$ cat src/rtl/hazard_ctrl.sv
// Pipeline hazard controller: memory-wait freeze, redirect flush, data-hazard stall and EX operand forwarding.
// Build option: define HAZARD_FORWARD_EN for load-use stalls plus forwarding; undefined stalls on any RAW match.
module hazard_ctrl #(
    parameter int CNT_W = 16
) (
    input  logic             clk,
    input  logic             reset,
    input  logic [4:0]       ID_rs1,
    input  logic [4:0]       ID_rs2,
    input  logic             ID_use_rs1,
    input  logic             ID_use_rs2,
    input  logic [4:0]       EX_rd,
    input  logic             EX_RegWrite,
    input  logic             EX_mem_read,
    input  logic [4:0]       MEM_rd,
    input  logic             MEM_RegWrite,
    input  logic [4:0]       WB_rd,
    input  logic             WB_RegWrite,
    input  logic             EX_redirect,
    input  logic             dm_req,
    input  logic             dm_ready,
    output logic             PC_stall,
    output logic             IF_ID_stall,
    output logic             IF_ID_flush,
    output logic             ID_EX_flush,
    output logic             EX_MEM_stall,
    output logic             MEM_WB_flush,
    output logic [1:0]       ForwardA,
    output logic [1:0]       ForwardB,
    output logic [CNT_W-1:0] stall_cnt
);

    typedef enum logic [1:0] {
        RUN      = 2'd0,
        LU_STALL = 2'd1,
        MEM_WAIT = 2'd2,
        FLUSH    = 2'd3
    } state_t;

    state_t           state_reg;
    state_t           state_next;
    logic             pending_reg;
    logic             pending_next;
    logic [CNT_W-1:0] stall_cnt_reg;

    logic [4:0] src_rs  [2];
    logic       src_use [2];
    logic [1:0] hit_ex;
    logic [1:0] hit_mem;
    logic [1:0] hit_wb;
    logic [1:0] fwd_sel [2];

    logic   mem_wait;
    logic   data_stall;
    state_t data_state;

    assign src_rs[0]  = ID_rs1;
    assign src_rs[1]  = ID_rs2;
    assign src_use[0] = ID_use_rs1;
    assign src_use[1] = ID_use_rs2;

    // x0 is hard-wired zero, so a write to it never produces a dependency.
    generate
        for (genvar gi = 0; gi < 2; gi++) begin : g_src
            assign hit_ex[gi]  = src_use[gi] && EX_RegWrite  && (EX_rd  == src_rs[gi]) && (EX_rd  != 5'd0);
            assign hit_mem[gi] = src_use[gi] && MEM_RegWrite && (MEM_rd == src_rs[gi]) && (MEM_rd != 5'd0);
            assign hit_wb[gi]  = src_use[gi] && WB_RegWrite  && (WB_rd  == src_rs[gi]) && (WB_rd  != 5'd0);
        end
    endgenerate

    assign mem_wait = dm_req && !dm_ready;

`ifdef HAZARD_FORWARD_EN
    // Only a load in EX cannot be bypassed; everything else is forwarded, youngest producer first.
    assign data_stall = EX_mem_read && (|hit_ex);
    assign data_state = LU_STALL;

    generate
        for (genvar gi = 0; gi < 2; gi++) begin : g_fwd
            assign fwd_sel[gi] = hit_mem[gi] ? 2'b10 :
                                 hit_wb[gi]  ? 2'b01 : 2'b00;
        end
    endgenerate
`else
    // Without bypass paths the ID instruction waits until every producer has retired.
    logic unused_ex_mem_read;

    assign unused_ex_mem_read = EX_mem_read;
    assign data_stall         = (|hit_ex) || (|hit_mem) || (|hit_wb);
    assign data_state         = RUN;

    generate
        for (genvar gi = 0; gi < 2; gi++) begin : g_fwd
            assign fwd_sel[gi] = 2'b00;
        end
    endgenerate
`endif

    always_comb begin
        PC_stall     = 1'b0;
        IF_ID_stall  = 1'b0;
        IF_ID_flush  = 1'b0;
        ID_EX_flush  = 1'b0;
        EX_MEM_stall = 1'b0;
        MEM_WB_flush = 1'b0;
        ForwardA     = fwd_sel[0];
        ForwardB     = fwd_sel[1];
        state_next   = RUN;
        pending_next = pending_reg;

        if (mem_wait) begin
            PC_stall     = 1'b1;
            IF_ID_stall  = 1'b1;
            EX_MEM_stall = 1'b1;
            MEM_WB_flush = 1'b1;
            state_next   = MEM_WAIT;
            if (EX_redirect) begin
                pending_next = 1'b1;
            end
        end else if (state_reg == MEM_WAIT && pending_reg) begin
            // The owed redirect is taken as a dedicated flush cycle after the access completes.
            state_next = FLUSH;
        end else if (state_reg == FLUSH) begin
            IF_ID_flush  = 1'b1;
            ID_EX_flush  = 1'b1;
            pending_next = 1'b0;
        end else if (EX_redirect) begin
            IF_ID_flush = 1'b1;
            ID_EX_flush = 1'b1;
        end else if (data_stall) begin
            PC_stall    = 1'b1;
            IF_ID_stall = 1'b1;
            ID_EX_flush = 1'b1;
            state_next  = data_state;
        end

        if (!reset) begin
            PC_stall     = 1'b0;
            IF_ID_stall  = 1'b0;
            IF_ID_flush  = 1'b0;
            ID_EX_flush  = 1'b0;
            EX_MEM_stall = 1'b0;
            MEM_WB_flush = 1'b0;
            ForwardA     = 2'b00;
            ForwardB     = 2'b00;
        end
    end

    always_ff @(posedge clk or negedge reset) begin
        if (!reset) begin
            state_reg   <= RUN;
            pending_reg <= 1'b0;
        end else begin
            state_reg   <= state_next;
            pending_reg <= pending_next;
        end
    end

    always_ff @(posedge clk or negedge reset) begin
        if (!reset) begin
            stall_cnt_reg <= '0;
        end else if (PC_stall && (stall_cnt_reg != {CNT_W{1'b1}})) begin
            stall_cnt_reg <= stall_cnt_reg + CNT_W'(1);
        end
    end

    assign stall_cnt = stall_cnt_reg;

endmodule

$ cat config.mk
export PLATFORM = sky130hd
export DESIGN_NAME = hazard_ctrl
export DESIGN_NICKNAME = d
export VERILOG_FILES = /design/src/rtl/hazard_ctrl.sv
export SDC_FILE = /design/constraint.sdc
export NUM_CORES = 1
export LEC_CHECK = 0
export ABC_CLOCK_PERIOD_IN_PS = 3990
export BUFFER_PORTS_ARGS = -buffer_cell sky130_fd_sc_hd__buf_2
export CAP_MARGIN = 20
export CORE_MARGIN = 3
export CORE_UTILIZATION = 51
export DETAILED_ROUTE_END_ITERATION = 8
export PLACE_DENSITY = 0.85
export SLEW_MARGIN = 20
export SYNTH_ARGS = -nofsm -noshare
export SYNTH_HDL_FRONTEND = slang
export SYNTH_SLANG_ARGS = --single-unit
export TNS_END_PERCENT = 20
$ cat constraint.sdc
create_clock -name clk -period 3.99 [get_ports clk]
set_input_delay 0 -clock clk [delete_from_list [all_inputs] [get_ports clk]]
set_output_delay 0 -clock clk [all_outputs]
set_load 0.05 [all_outputs]
==> results.cfg <==
[synth]
synth_xor_area_share_pct = 27.7
synth_warnings = 0
synth-simple-area-share_pct = 24.7
synth_ff_type = dfrtp_1
synth_top_family_by_area = XOR/XNOR gates
synth_compound_area_share_pct = 7.47
synth_common_cells = xor2_1, xnor2_1, dfrtp_1
synth.distinct_cells = 36
yosysTopAreaCellShare_pct = 33.4
ys_seq_area_share_pct = 33.4
postSynth.asyncResetShare_pct = 100
syn_area_sq_um = 1420
synth_seq_cells = 19
synth_most_common_cell = xor2_1
synthAdderAreaFrac_pct = 0.879
synth-edff-count = 0
synthMuxAreaShare_pct = 0.791
synth_area_per_cell_sq_um = 9.96
syn_inst = 143
synthTopCellsByArea = dfrtp_1, xor2_1, xnor2_1
synth_top_area_cell = dfrtp_1

[cells_and_area]
diodes = 0
nNetsFinal = 240
largest_register_ff_count = 16
syn_to_final_growth_pct = 24.0
drive_gt1_share_pct = 37.1

[detailed_routing]
vias = 1261
wl_um = 3410
post-route-drc-count = 0
antenna_left = 0
initialDrtViolationCount = 24
viasPerCell = 5.44
wl_per_cell_um = 14.7
firstDrtPassIters = 4

[flow_run]
cap_violations = 0

[die]
dieArea_sq_um = 3460
io_pins = 62
fp.dieH_um = 58.8
core_region_area_sq_um = 2570
rows = 18
start_util_pct = 55.5
die_w_um = 58.8

[clock_tree]
clock_latency_ns = 0.30
cts.sink_count = 19
post_cts_buffers = 0
clk_pin_slew_worst_paths_ns = 0.11
clockBufferDepth = 2
cts_inserted_buffers = 3
root_buffer = clkbuf_4
cts_max_level = 1
cts_tree = built

[worst_setup_path]
worstPathArrival_ns = 2.22
r2r_start = stall_cnt[5]$_DFFE_PN0P_
crit_type = reg2reg
crit_fanout = 16
start_kind = flip-flop
crit_required_ns = 4.19
rrSetupSlack_ns = 1.97
cp-end-kind = flip-flop
crit_start = stall_cnt[5]$_DFFE_PN0P_

[power_and_ir_drop]
leakage_nw = 0.857
power.total_mw = 0.610
vdd_drop_max_mv = 0.444
power_density_nw_per_um2 = 346

[placement]
finalWeightedCongestion = 0.840
dp_slack_ns = 1.98
io_buffers = 56
dp_hpwl_um = 2750

[sta]
slew_viol_final = 0
setup_tns_ns = 0
fmax_mhz = 495
min_period_over_period_pct = 50.6
clock_skew_ns = 0.00518
worst_slack_ns = 1.97
rsz0062_at_grt = false
finalHoldViolations = 0
min_period_ns = 2.02
setup_viol = 0

[global_route]
busiest_layer = met2
grt_pass1_vias = 1283
overflow = 0
gr-usage-met1_pct = 26.1
grt_max_degree = 23
grt_util_met2_pct = 35.2
antenna_found_initial = 0
globalRouteTotalUtil_pct = 20.3
gr-usage-met3_pct = 2.19
grt_pass1_wl_um = 5590

[outcome]
status = complete, no violations

[worst_hold_path]
holdCritPathClass = in2async
## repair_timing
action,4_1_cts,5_1_grt
endpoints found under the hold margin,22,0
resized for setup,0,0
hold buffers,5,0
## layout make-up
class,count,area [sq um]
clock buffer,3,22.5
tap,30,37.5
inverter,1,3.75
sequential,19,475
clock inverter,1,5.00
fill,218,802
multi-input combinational,117,891
timing repair buffer,61,330
## metal layers
| layer | vias up | part of all wire [%] |
|---|---|---|
| li1 | 610 | - |
| met5 | - | 0 |
| met1 | 594 | 43 |
| met2 | 49 | 47 |
| met3 | 8 | 8.0 |
| met4 | 0 | 1.9 |
## worst max-delay path: stages, from the launching register on
cell     delay (ns)
dfrtp_1        0.45
and3_4         0.23
and4_4         0.24
and3_4         0.23
a31oi_1        0.09
a22o_4         0.33
mux2_1         0.34
## final timing paths
kind,to,cells after the start
worst min register to register,stall_cnt[12]$_DFFE_PN0P_,1
max in group asynchronous,stall_cnt[11]$_DFFE_PN0P_,2
min in group clk,state_reg[0]$_DFF_PN0_,4
worst max register to register,stall_cnt[1]$_DFFE_PN0P_,6
worst max-delay path,stall_cnt[1]$_DFFE_PN0P_,6
worst min-delay path,stall_cnt[4]$_DFFE_PN0P_,2
## through the flow
stage	instances	hold slack (ns)	instance area [sq um]	utilization (%)
floorplan	146	-0.296	1440	-
global placement	223	-0.0362	1690	65.7
detailed placement	223	-0.0257	1690	65.7
CTS	232	0.185	1770	68.8
global route	232	0.181	1770	68.8
finish	232	0.170	1770	68.8
## kinds of logic after synthesis
kind of cell               Yosys count
AOI/OAI and AO/OA                   14
xor gates and xnor gates            45
adders and majority gates            1
buffers and inverters               10
DFF                                 19
muxes                                1
other                                1
and+or+nand+nor                     52
## report_power, final
| part | total, mW | switching (mW) | internal, mW |
|---|---|---|---|
| Clock | 0.0990 | 0.0616 | 0.0374 |
| Sequential | 0.251 | 0.0314 | 0.220 |
| Combinational | 0.260 | 0.180 | 0.0799 |
| Total | 0.610 | 0.273 | 0.337 |
## layout by cell type (no fill, tap or decap), types with 3 or more instances in the layout
cell,count
xor2_1,25
a32oi_1,3
buf_2,56
dlygate4sd3_1,5
nand4_1,5
nand3_2,7
clkbuf_4,3
nor2_1,5
and3_1,5
nand2_2,3
dfrtp_1,19
xnor2_1,20
nor4_1,6
or4_1,3
and2_1,3
conb_1,4
nand2_1,4
(Power assumes the default switching activity.)
